--- src/rtl/sample_scheduler.sv ---
// Periodic scan controller: a programmable timer launches bursts that request one sample
// per enabled channel (ascending order) and forward each capture over a valid/ready port.
module sample_scheduler #(
    parameter int NUM_CH   = 4,
    parameter int DATA_W   = 8,
    parameter int PERIOD_W = 16,
    parameter int ACK_TO   = 15
) (
    input  logic                      clk,
    input  logic                      rst_n,
    input  logic                      enable,
    input  logic [PERIOD_W-1:0]       period,
    input  logic [NUM_CH-1:0]         ch_mask,
    input  logic                      clr_flags,
    output logic [$clog2(NUM_CH)-1:0] ch_sel,
    output logic                      sample_req,
    input  logic                      sample_ack,
    input  logic [DATA_W-1:0]         sample_data,
    output logic                      out_valid,
    input  logic                      out_ready,
    output logic [DATA_W-1:0]         out_data,
    output logic [$clog2(NUM_CH)-1:0] out_ch,
    output logic                      busy,
    output logic                      overrun,
    output logic                      timeout
);
    localparam int CH_W  = $clog2(NUM_CH);
    localparam int CNT_W = $clog2(ACK_TO + 1);

    typedef enum logic [1:0] {IDLE, WAIT, REQ, OUT} state_t;

    state_t              state, state_next, adv_state;
    logic [PERIOD_W-1:0] timer, period_q, limit;
    logic                tick;
    logic [NUM_CH-1:0]   mask_q;
    logic [CNT_W-1:0]    ack_cnt;
    logic                stop_q, stop;
    logic                first_found, next_found;
    logic [CH_W-1:0]     first_ch, next_ch, ch_next;
    logic                load_ch, timeout_set, advance;

    // A new period is only picked up while the timer sits at zero, i.e. at a wrap.
    always_comb begin
        limit = (timer == '0) ? period : period_q;
        if (limit == '0) limit = PERIOD_W'(1);
    end

    assign tick = enable && (timer == limit - PERIOD_W'(1));
    assign stop = stop_q || !enable;

    always_ff @(posedge clk or negedge rst_n) begin
        if (!rst_n) begin
            timer    <= '0;
            period_q <= '0;
        end else begin
            if (timer == '0) period_q <= period;
            if (!enable || tick) timer <= '0;
            else                 timer <= timer + PERIOD_W'(1);
        end
    end

    // Lowest set bit of the live mask (burst start) and next set bit above ch_sel in the latched mask.
    always_comb begin
        first_found = 1'b0;
        first_ch    = '0;
        next_found  = 1'b0;
        next_ch     = '0;
        for (int i = NUM_CH - 1; i >= 0; i--) begin
            if (ch_mask[i]) begin
                first_found = 1'b1;
                first_ch    = CH_W'(i);
            end
            if (mask_q[i] && (CH_W'(i) > ch_sel)) begin
                next_found = 1'b1;
                next_ch    = CH_W'(i);
            end
        end
    end

    always_ff @(posedge clk or negedge rst_n) begin
        if (!rst_n) state <= IDLE;
        else        state <= state_next;
    end

    always_comb begin
        state_next  = state;
        advance     = 1'b0;
        load_ch     = 1'b0;
        ch_next     = ch_sel;
        timeout_set = 1'b0;
        if (stop)            adv_state = IDLE;
        else if (next_found) adv_state = REQ;
        else                 adv_state = WAIT;
        unique case (state)
            IDLE: if (enable) state_next = WAIT;
            WAIT: begin
                if (!enable) begin
                    state_next = IDLE;
                end else if (tick && first_found) begin
                    state_next = REQ;
                    load_ch    = 1'b1;
                    ch_next    = first_ch;
                end
            end
            REQ: begin
                if (sample_ack) begin
                    state_next = OUT;
                end else if (ack_cnt == CNT_W'(ACK_TO - 1)) begin
                    timeout_set = 1'b1;
                    advance     = 1'b1;
                end
            end
            OUT: if (out_ready) advance = 1'b1;
            default: state_next = IDLE;
        endcase
        if (advance) begin
            state_next = adv_state;
            if (adv_state == REQ) begin
                load_ch = 1'b1;
                ch_next = next_ch;
            end
        end
    end

    // Handshake outputs decode straight from state so reset removes them without waiting for a clock.
    always_comb begin
        sample_req = 1'b0;
        out_valid  = 1'b0;
        busy       = 1'b0;
        unique case (state)
            REQ: begin
                sample_req = 1'b1;
                busy       = 1'b1;
            end
            OUT: begin
                out_valid = 1'b1;
                busy      = 1'b1;
            end
            default: ;
        endcase
    end

    always_ff @(posedge clk or negedge rst_n) begin
        if (!rst_n) begin
            ch_sel   <= '0;
            out_data <= '0;
            out_ch   <= '0;
            ack_cnt  <= '0;
            mask_q   <= '0;
            stop_q   <= 1'b0;
            overrun  <= 1'b0;
            timeout  <= 1'b0;
        end else begin
            if (load_ch) ch_sel <= ch_next;
            if (state == REQ && sample_ack) begin
                out_data <= sample_data;
                out_ch   <= ch_sel;
            end
            if (state == REQ && !load_ch) ack_cnt <= ack_cnt + CNT_W'(1);
            else                          ack_cnt <= '0;
            if (state == WAIT && tick) mask_q <= ch_mask;
            if (state_next == IDLE || state_next == WAIT) stop_q <= 1'b0;
            else if (busy && !enable)                     stop_q <= 1'b1;
            // A clear in the same cycle as a new event wins.
            if (clr_flags) begin
                overrun <= 1'b0;
                timeout <= 1'b0;
            end else begin
                if (tick && busy) overrun <= 1'b1;
                if (timeout_set)  timeout <= 1'b1;
            end
        end
    end
endmodule
--- config.mk ---
export PLATFORM = sky130hd
export DESIGN_NAME = sample_scheduler
export DESIGN_NICKNAME = d
export VERILOG_FILES = /design/src/rtl/sample_scheduler.sv
export SDC_FILE = /design/constraint.sdc
export NUM_CORES = 1
export LEC_CHECK = 0
export CORE_MARGIN = 2
export CORE_UTILIZATION = 53
export DETAILED_ROUTE_END_ITERATION = 10
export PLACE_DENSITY = 0.8
export SYNTH_ARGS = -nofsm -noshare
export SYNTH_HDL_FRONTEND = slang
export SYNTH_SLANG_ARGS = --single-unit
export TNS_END_PERCENT = 50
--- constraint.sdc ---
create_clock -name clk -period 12.1 [get_ports clk]
set_input_delay 3.63 -clock clk [delete_from_list [all_inputs] [get_ports clk]]
set_output_delay 3.63 -clock clk [all_outputs]
set_load 0.005 [all_outputs]
==> impl_metrics.toml, run 1 <==
[outcome]
status = "finished clean"

[synth]
synth_fa_ha_area_share_pct = 1.54
syn-instance-count = 478
synth-simple-area-share_pct = 31.7
synth_cell_types = 70
synth-async-reset-ratio_pct = 100
yosys_warnings = 0
ys_ff_latch = 56
synth_fp_nets = 517
muxShareOfSynthArea_pct = 7.59
synthFlopType = "dfrtp_1"
synth_top_family_by_area = "simple AND/OR/NAND/NOR gates"
synth-compound-area-share_pct = 13.7
synth.avg_cell_area_um2 = 8.51
synth_area_um2 = 4070
seq_area_frac_synth_pct = 34.4
synth_edf_count = 0
synthXorXnorAreaFrac_pct = 6.03

[die]
design.die.area_um2 = 8400
die_h_um = 91.6
start_util_pct = 55.5
fp.dieW_um = 91.6
ioPinCount = 51
num_rows = 31
core-area_um2 = 7330

[place]
dp_hpwl_mm = 8.44
place.gp.congestion = 0.973
io_buffers = 50
post_dp_cell_area_um2 = 4560

[clock_network]
cts.sinks = 56
clock_path_buffers = 2
clk_latency_ns = 0.32
clkTransAtPathRegs_ns = 0.11
cts_tree = "built"
cts_made_buffers = 5
post_cts_buffers = 0
cts_hold_buffers = 0
root_buffer = "clkbuf_8"
cts.repair.resized = 0
htree_levels = 2

[worst_setup_path]
rrSetupSlack_ns = 6.71
start_kind = "input pin"
worstReg2RegStart = "timer[0]$_DFF_PN0_"
cp.arrival_ns = 7.95
crit_chain = "clkdlybuf4s50_1 -> nor4_1 -> nand3_1 -> mux2i_1 -> a21oi_1 -> ha_1 -> xnor2_1 -> xnor2_1 -> o31ai_1 -> nand3_1 -> nor4_4 -> nand4_2 -> o21ai_2 -> nor2_1"
critPathCaptureType = "flip-flop"
cp.required_ns = 12.28
path_buf_inv = 1
crit_family = "simple AND/OR/NAND/NOR gates"
rr_endpoint = "timer[3]$_DFF_PN0_"
slowest_delay_ns = 0.66
crit_path_top_delay_cell = "nor4_1"
worst-setup-path-type = "input pin to flip-flop"
worstRegToRegCells = 15
cp_max_fo = 16

[layout]
layout-drive-gt1-share_pct = 9.84
syn2layout_area_growth_pct = 14.2
antennaDiodeCount = 0
num-fill-cells = 651
fin_area_um2 = 4650
final_net_count = 546
final_util_pct = 63.4

[grt]
grt_usage_pct = 27.4
grt_pass1_wl_mm = 18.4
grt_antenna_before_repair = 0
overflow = 0
grt_pass1_vias = 3659
grt_max_degree = 57

[power_and_ir_drop]
ir_worst_vdd_mv = 0.0585
p_per_area_nw_per_um2 = 125
p_leak_nw = 1.90

[sta]
fin_skew_ns = 0.00804
post-route-period-util_pct = 64.3
rsz0062_at_grt = "no"
fin_tns_setup_ns = 0
setup_viol = 0
worst_pin_slew_ns = 0.819
relSlewSlack_pct = 44.6
final_max_slew_viol_count = 0
hold_viol = 0
fin_crit_ns = 7.77
max_freq_ghz = 0.129

[hold_path]
min_delay_path_depth = 1
hold_class = "flip-flop to flip-flop"
holdPathEnd = "ack_cnt[0]$_DFF_PN0_"
holdCritStartpoint = "ack_cnt[0]$_DFF_PN0_"

[flow_run]
max-cap-violations = 0

[drt]
num_vias = 3805
drtAntennaViolNets = 0
drcViolationCount = 0
routed_wl_mm = 11.3
detail_route.iter0.violations = 278
firstDrtPassIters = 5
via_per_inst = 6.27
drt-wirelength-per-cell_um = 18.6
==> cell families after synthesis <==
kind of cell	Yosys count
compound gates	81
flops	56
mux	26
simple gates	239
fa+ha+maj	5
xor+xnor	28
buf+inv	43
==> worst max path at each step <==
stage / startpoint / slack [ns] / endpoint / cells past startpoint
finish: period[7] / 4.33 / timer[3]$_DFF_PN0_ / 14
global route: period[11] / 4.01 / timer[3]$_DFF_PN0_ / 14
CTS: period[7] / 4.40 / timer[3]$_DFF_PN0_ / 14
detailed placement: period[7] / 4.08 / timer[3]$_DFF_PN0_ / 14
global placement: period[7] / 4.14 / timer[13]$_DFF_PN0_ / 14
floorplan: period[7] / 5.24 / mask_q[1]$_DFFE_PN0P_ / 15
==> layout make-up <==
| cell class | instances | area, um^2 | area share, % |
|---|---|---|---|
| multi-input cells | 379 | 2470 | 53.1 |
| flip-flops and latches | 56 | 1400 | 30.1 |
| repair buffers | 54 | 526 | 11.3 |
| well taps | 99 | 124 | 2.66 |
| clock buffers | 5 | 68.8 | 1.48 |
| inverters | 11 | 41.3 | 0.888 |
| clock inverters | 3 | 21.3 | 0.457 |
==> state kept, by name (all words and copies together), names as in the netlist <==
register	count
period_q	16
out_ch	2
ack_cnt	4
out_data	8
ch_sel	2
state	2
timer	16
overrun	1
timeout	1
stop_q	1
mask_q	3
==> Yosys cell counts (3+ instances only) <==
library cell | number | share of area [%]
nand2_1 | 68 | 6.3
nor2_1 | 39 | 3.6
a31oi_1 | 4 | 0.61
clkbuf_1 | 19 | 1.8
xnor2_1 | 13 | 2.8
nand2b_1 | 5 | 0.77
buf_6 | 3 | 0.83
ha_1 | 5 | 1.5
nor4b_1 | 4 | 0.86
nor3_1 | 22 | 2.7
nand3_1 | 30 | 3.7
nor2b_1 | 8 | 1.2
and2_1 | 6 | 0.92
or3_1 | 3 | 0.46
dfrtp_1 | 56 | 34
mux2_2 | 12 | 3.3
a21o_1 | 3 | 0.55
o2111ai_1 | 3 | 0.65
inv_1 | 11 | 1.0
a41oi_1 | 3 | 0.65
and3_1 | 5 | 0.77
or4_1 | 3 | 0.55
nor4_4 | 3 | 1.6
mux2_4 | 4 | 1.5
buf_2 | 8 | 0.98
mux2i_1 | 8 | 2.0
nand4_1 | 10 | 1.5
xor2_1 | 15 | 3.2
a211oi_1 | 6 | 1.1
nor4_1 | 12 | 1.8
o22ai_1 | 4 | 0.61
o21ai_0 | 16 | 2.0
a21oi_1 | 15 | 1.8
o31ai_1 | 3 | 0.55
or2_2 | 6 | 0.92
==> metal layers <==
layer  wire length, um  vias to the layer above  GRT usage, %
li1                  -                     1779             -
met1              5030                     1867          38.5
met2              5350                      131          43.9
met3               649                       28          4.03
met4               261                        0          8.33
met5                 0                        -             0
==> through the flow <==
stage / setup slack [ns] / power (W) / std cells / hold slack (ns)
floorplan: 5.24 / 0.000385 / 478 / 0.453
global placement: 4.14 / 0.000468 / 599 / 0.465
detailed placement: 4.08 / 0.000473 / 599 / 0.482
CTS: 4.40 / 0.000582 / 607 / 0.505
global route: 4.01 / 0.000614 / 607 / 0.540
finish: 4.33 / 0.000581 / 607 / 0.498
==> placed cells by master, fill, tap and decap left out, drive strengths merged, types with 3 or more instances in the layout <==
cell,Yosys,layout
nor4,15,15
nor2b,8,8
a21o,3,3
or4,4,4
nand2b,5,5
o22ai,4,4
nand4,12,12
mux2i,8,8
a41oi,3,3
and3,5,5
clkbuf,19,5
o21ai,18,18
and2,6,6
nor4b,5,5
a31oi,4,4
nand3,30,30
dfrtp,56,56
nor2,39,39
nor3,23,23
a21oi,15,15
o2111ai,3,3
ha,5,5
buf,13,5
or2,7,7
inv,11,12
clkdlybuf4s50,0,49
or3,3,3
nand2,68,68
o31ai,3,3
xnor2,13,13
xor2,15,15
mux2,17,17
a211oi,6,6
==> where the power goes <==
part | internal (W) | leakage, nW | switching, W
sequential | 0.000217 | 0.731 | 0.0000353
combinational | 0.000108 | 1.12 | 0.000112
clock | 0.0000414 | 0.0445 | 0.0000676
total | 0.000366 | 1.90 | 0.000215
Note: power is estimated with default switching activity, not from simulation.
==> inputs of run 2 (changes only) <==
==> constraint.sdc (replaced) <==
create_clock -name clk -period 7.9 [get_ports clk]
set_input_delay 2.37 -clock clk [delete_from_list [all_inputs] [get_ports clk]]
set_output_delay 2.37 -clock clk [all_outputs]
set_load 0.005 [all_outputs]
==> run 2 against run 1 <==
Non-clock buffer count unchanged. Via count up 0.11%. First-iteration DRC count up 24%. Utilization unchanged. Sequential power up 53%. Largest cell class unchanged. Largest power group unchanged.
==> impl_metrics.toml, run 2 (same netlist as run 1, synthesis figures left out) <==
[power_and_ir_drop]
ir_worst_vdd_mv = 0.104
p_leak_nw = 1.90
p_per_area_nw_per_um2 = 192

[die]
core-area_um2 = 7330
fp.dieW_um = 91.6
ioPinCount = 51
start_util_pct = 55.5
design.die.area_um2 = 8400
die_h_um = 91.6
num_rows = 31

[drt]
drt-wirelength-per-cell_um = 18.5
num_vias = 3809
via_per_inst = 6.28
drtAntennaViolNets = 0
detail_route.iter0.violations = 344
drcViolationCount = 0
firstDrtPassIters = 5
routed_wl_mm = 11.2

[hold_path]
hold_class = "flip-flop to flip-flop"
holdCritStartpoint = "out_ch[1]$_DFFE_PN0P_"
min_delay_path_depth = 2
holdPathEnd = "out_ch[1]$_DFFE_PN0P_"

[worst_setup_path]
path_buf_inv = 1
cp.required_ns = 8.08
cp.arrival_ns = 6.71
rrSetupSlack_ns = 2.56
worstRegToRegCells = 15
start_kind = "input pin"
cp_max_fo = 16
cp.depth = 14
rr_endpoint = "timer[3]$_DFF_PN0_"
worstReg2RegStart = "timer[0]$_DFF_PN0_"
worst-setup-path-type = "input pin to flip-flop"
crit_path_top_delay_cell = "nor4_1"
slowest_delay_ns = 0.70
critPathCaptureType = "flip-flop"
crit_family = "simple AND/OR/NAND/NOR gates"
crit_chain = "clkdlybuf4s50_1 -> nor4_1 -> nand3_1 -> mux2i_1 -> a21oi_1 -> ha_1 -> xnor2_1 -> xnor2_1 -> o31ai_1 -> nand3_1 -> nor4_4 -> nand4_2 -> o21ai_2 -> nor2_1"

[place]
dp_hpwl_mm = 8.36
place.gp.congestion = 0.974
placed_cells = 599
io_buffers = 50

[sta]
worst_pin_slew_ns = 0.841
fin_tns_setup_ns = 0
final_max_slew_viol_count = 0
relSlewSlack_pct = 43.4
post-route-period-util_pct = 82.7
setup_viol = 0
max_freq_ghz = 0.153
fin_crit_ns = 6.53
hold_viol = 0
rsz0062_at_grt = "no"
fin_skew_ns = 0.00956

[grt]
overflow = 0
grt_max_degree = 57
grt_usage_pct = 27.2
grt_antenna_before_repair = 0
grt_pass1_wl_mm = 18.2
grt_pass1_vias = 3554

[layout]
antennaDiodeCount = 0
layoutNonFillerInstCount = 607
syn2layout_area_growth_pct = 14.2
reg_top3 = "period_q: 16 flops, timer: 16 flops, out_data: 8 flops"
final_net_count = 546
num-fill-cells = 651
final_cell_mix = "nand2_1 (68), dfrtp_1 (56), clkdlybuf4s50_1 (49), nor2_1 (39), nand3_1 (30)"
layout_commonest_cell = "nand2_1"
layout-drive-gt1-share_pct = 9.84

[clock_network]
clkTransAtPathRegs_ns = 0.10
clock_path_buffers = 2
cts_made_buffers = 5
post_cts_buffers = 0
cts.sinks = 56
cts.repair.resized = 0
cts_hold_buffers = 0
cts_tree = "built"
root_buffer = "clkbuf_8"
clk_latency_ns = 0.32
htree_levels = 2

[outcome]
status = "finished clean"

[flow_run]
max-cap-violations = 0
==> run 2: cell counts in the layout (fill, tap and decap cells not counted) <==
No cell type changed its count.
==> run 2: worst max-delay path by stage <==
| stage | startpoint | endpoint |
|---|---|---|
| finish | period[7] | timer[3]$_DFF_PN0_ |
| global route | period[7] | timer[3]$_DFF_PN0_ |
| CTS | period[7] | timer[3]$_DFF_PN0_ |
| detailed placement | period[7] | timer[3]$_DFF_PN0_ |
| global placement | period[7] | timer[13]$_DFF_PN0_ |
| floorplan | period[7] | mask_q[1]$_DFFE_PN0P_ |
==> run 2: per-layer routing <==
metal,vias to the layer above,track usage [%],part of all wire [%]
met5,-,0,0
met4,0,7.70,1.9
met3,17,4.44,6.7
met2,145,42.8,48
met1,1865,38.6,43
li1,1782,-,-
==> run 2: report_power, final <==
group          switching [W]  internal [W]
sequential         0.0000547      0.000332
combinational       0.000171      0.000166
clock               0.000105     0.0000634
total               0.000331      0.000561
==> run 2: tightest hold or removal path, stage by stage (launching register included) <==
cell,delay [ns]
dfrtp_1,0.36
nand2_1,0.05
o21ai_0,0.06
==> run 2: stage by stage <==
stage	hold slack [ns]	setup WS [ns]	utilization, %	instance area, um^2	total power (W)
after floorplan	0.453	2.30	-	4070	0.000589
after global placement	0.465	1.20	62.2	4560	0.000716
after detailed placement	0.474	1.11	62.2	4560	0.000724
after CTS	0.498	1.45	63.4	4650	0.000889
after global routing	0.529	1.04	63.4	4650	0.000939
final	0.494	1.37	63.4	4650	0.000892
==> run 2: area by class of cell <==
class                   count  area [um^2]  area share (%)
flip-flops and latches     56         1400            30.1
repair buffers             54          526            11.3
multi-input cells         379         2470            53.1
well taps                  99          124            2.66
clock inverters             3         21.3           0.457
inverters                  11         41.3           0.888
clock buffers               5         68.8            1.48
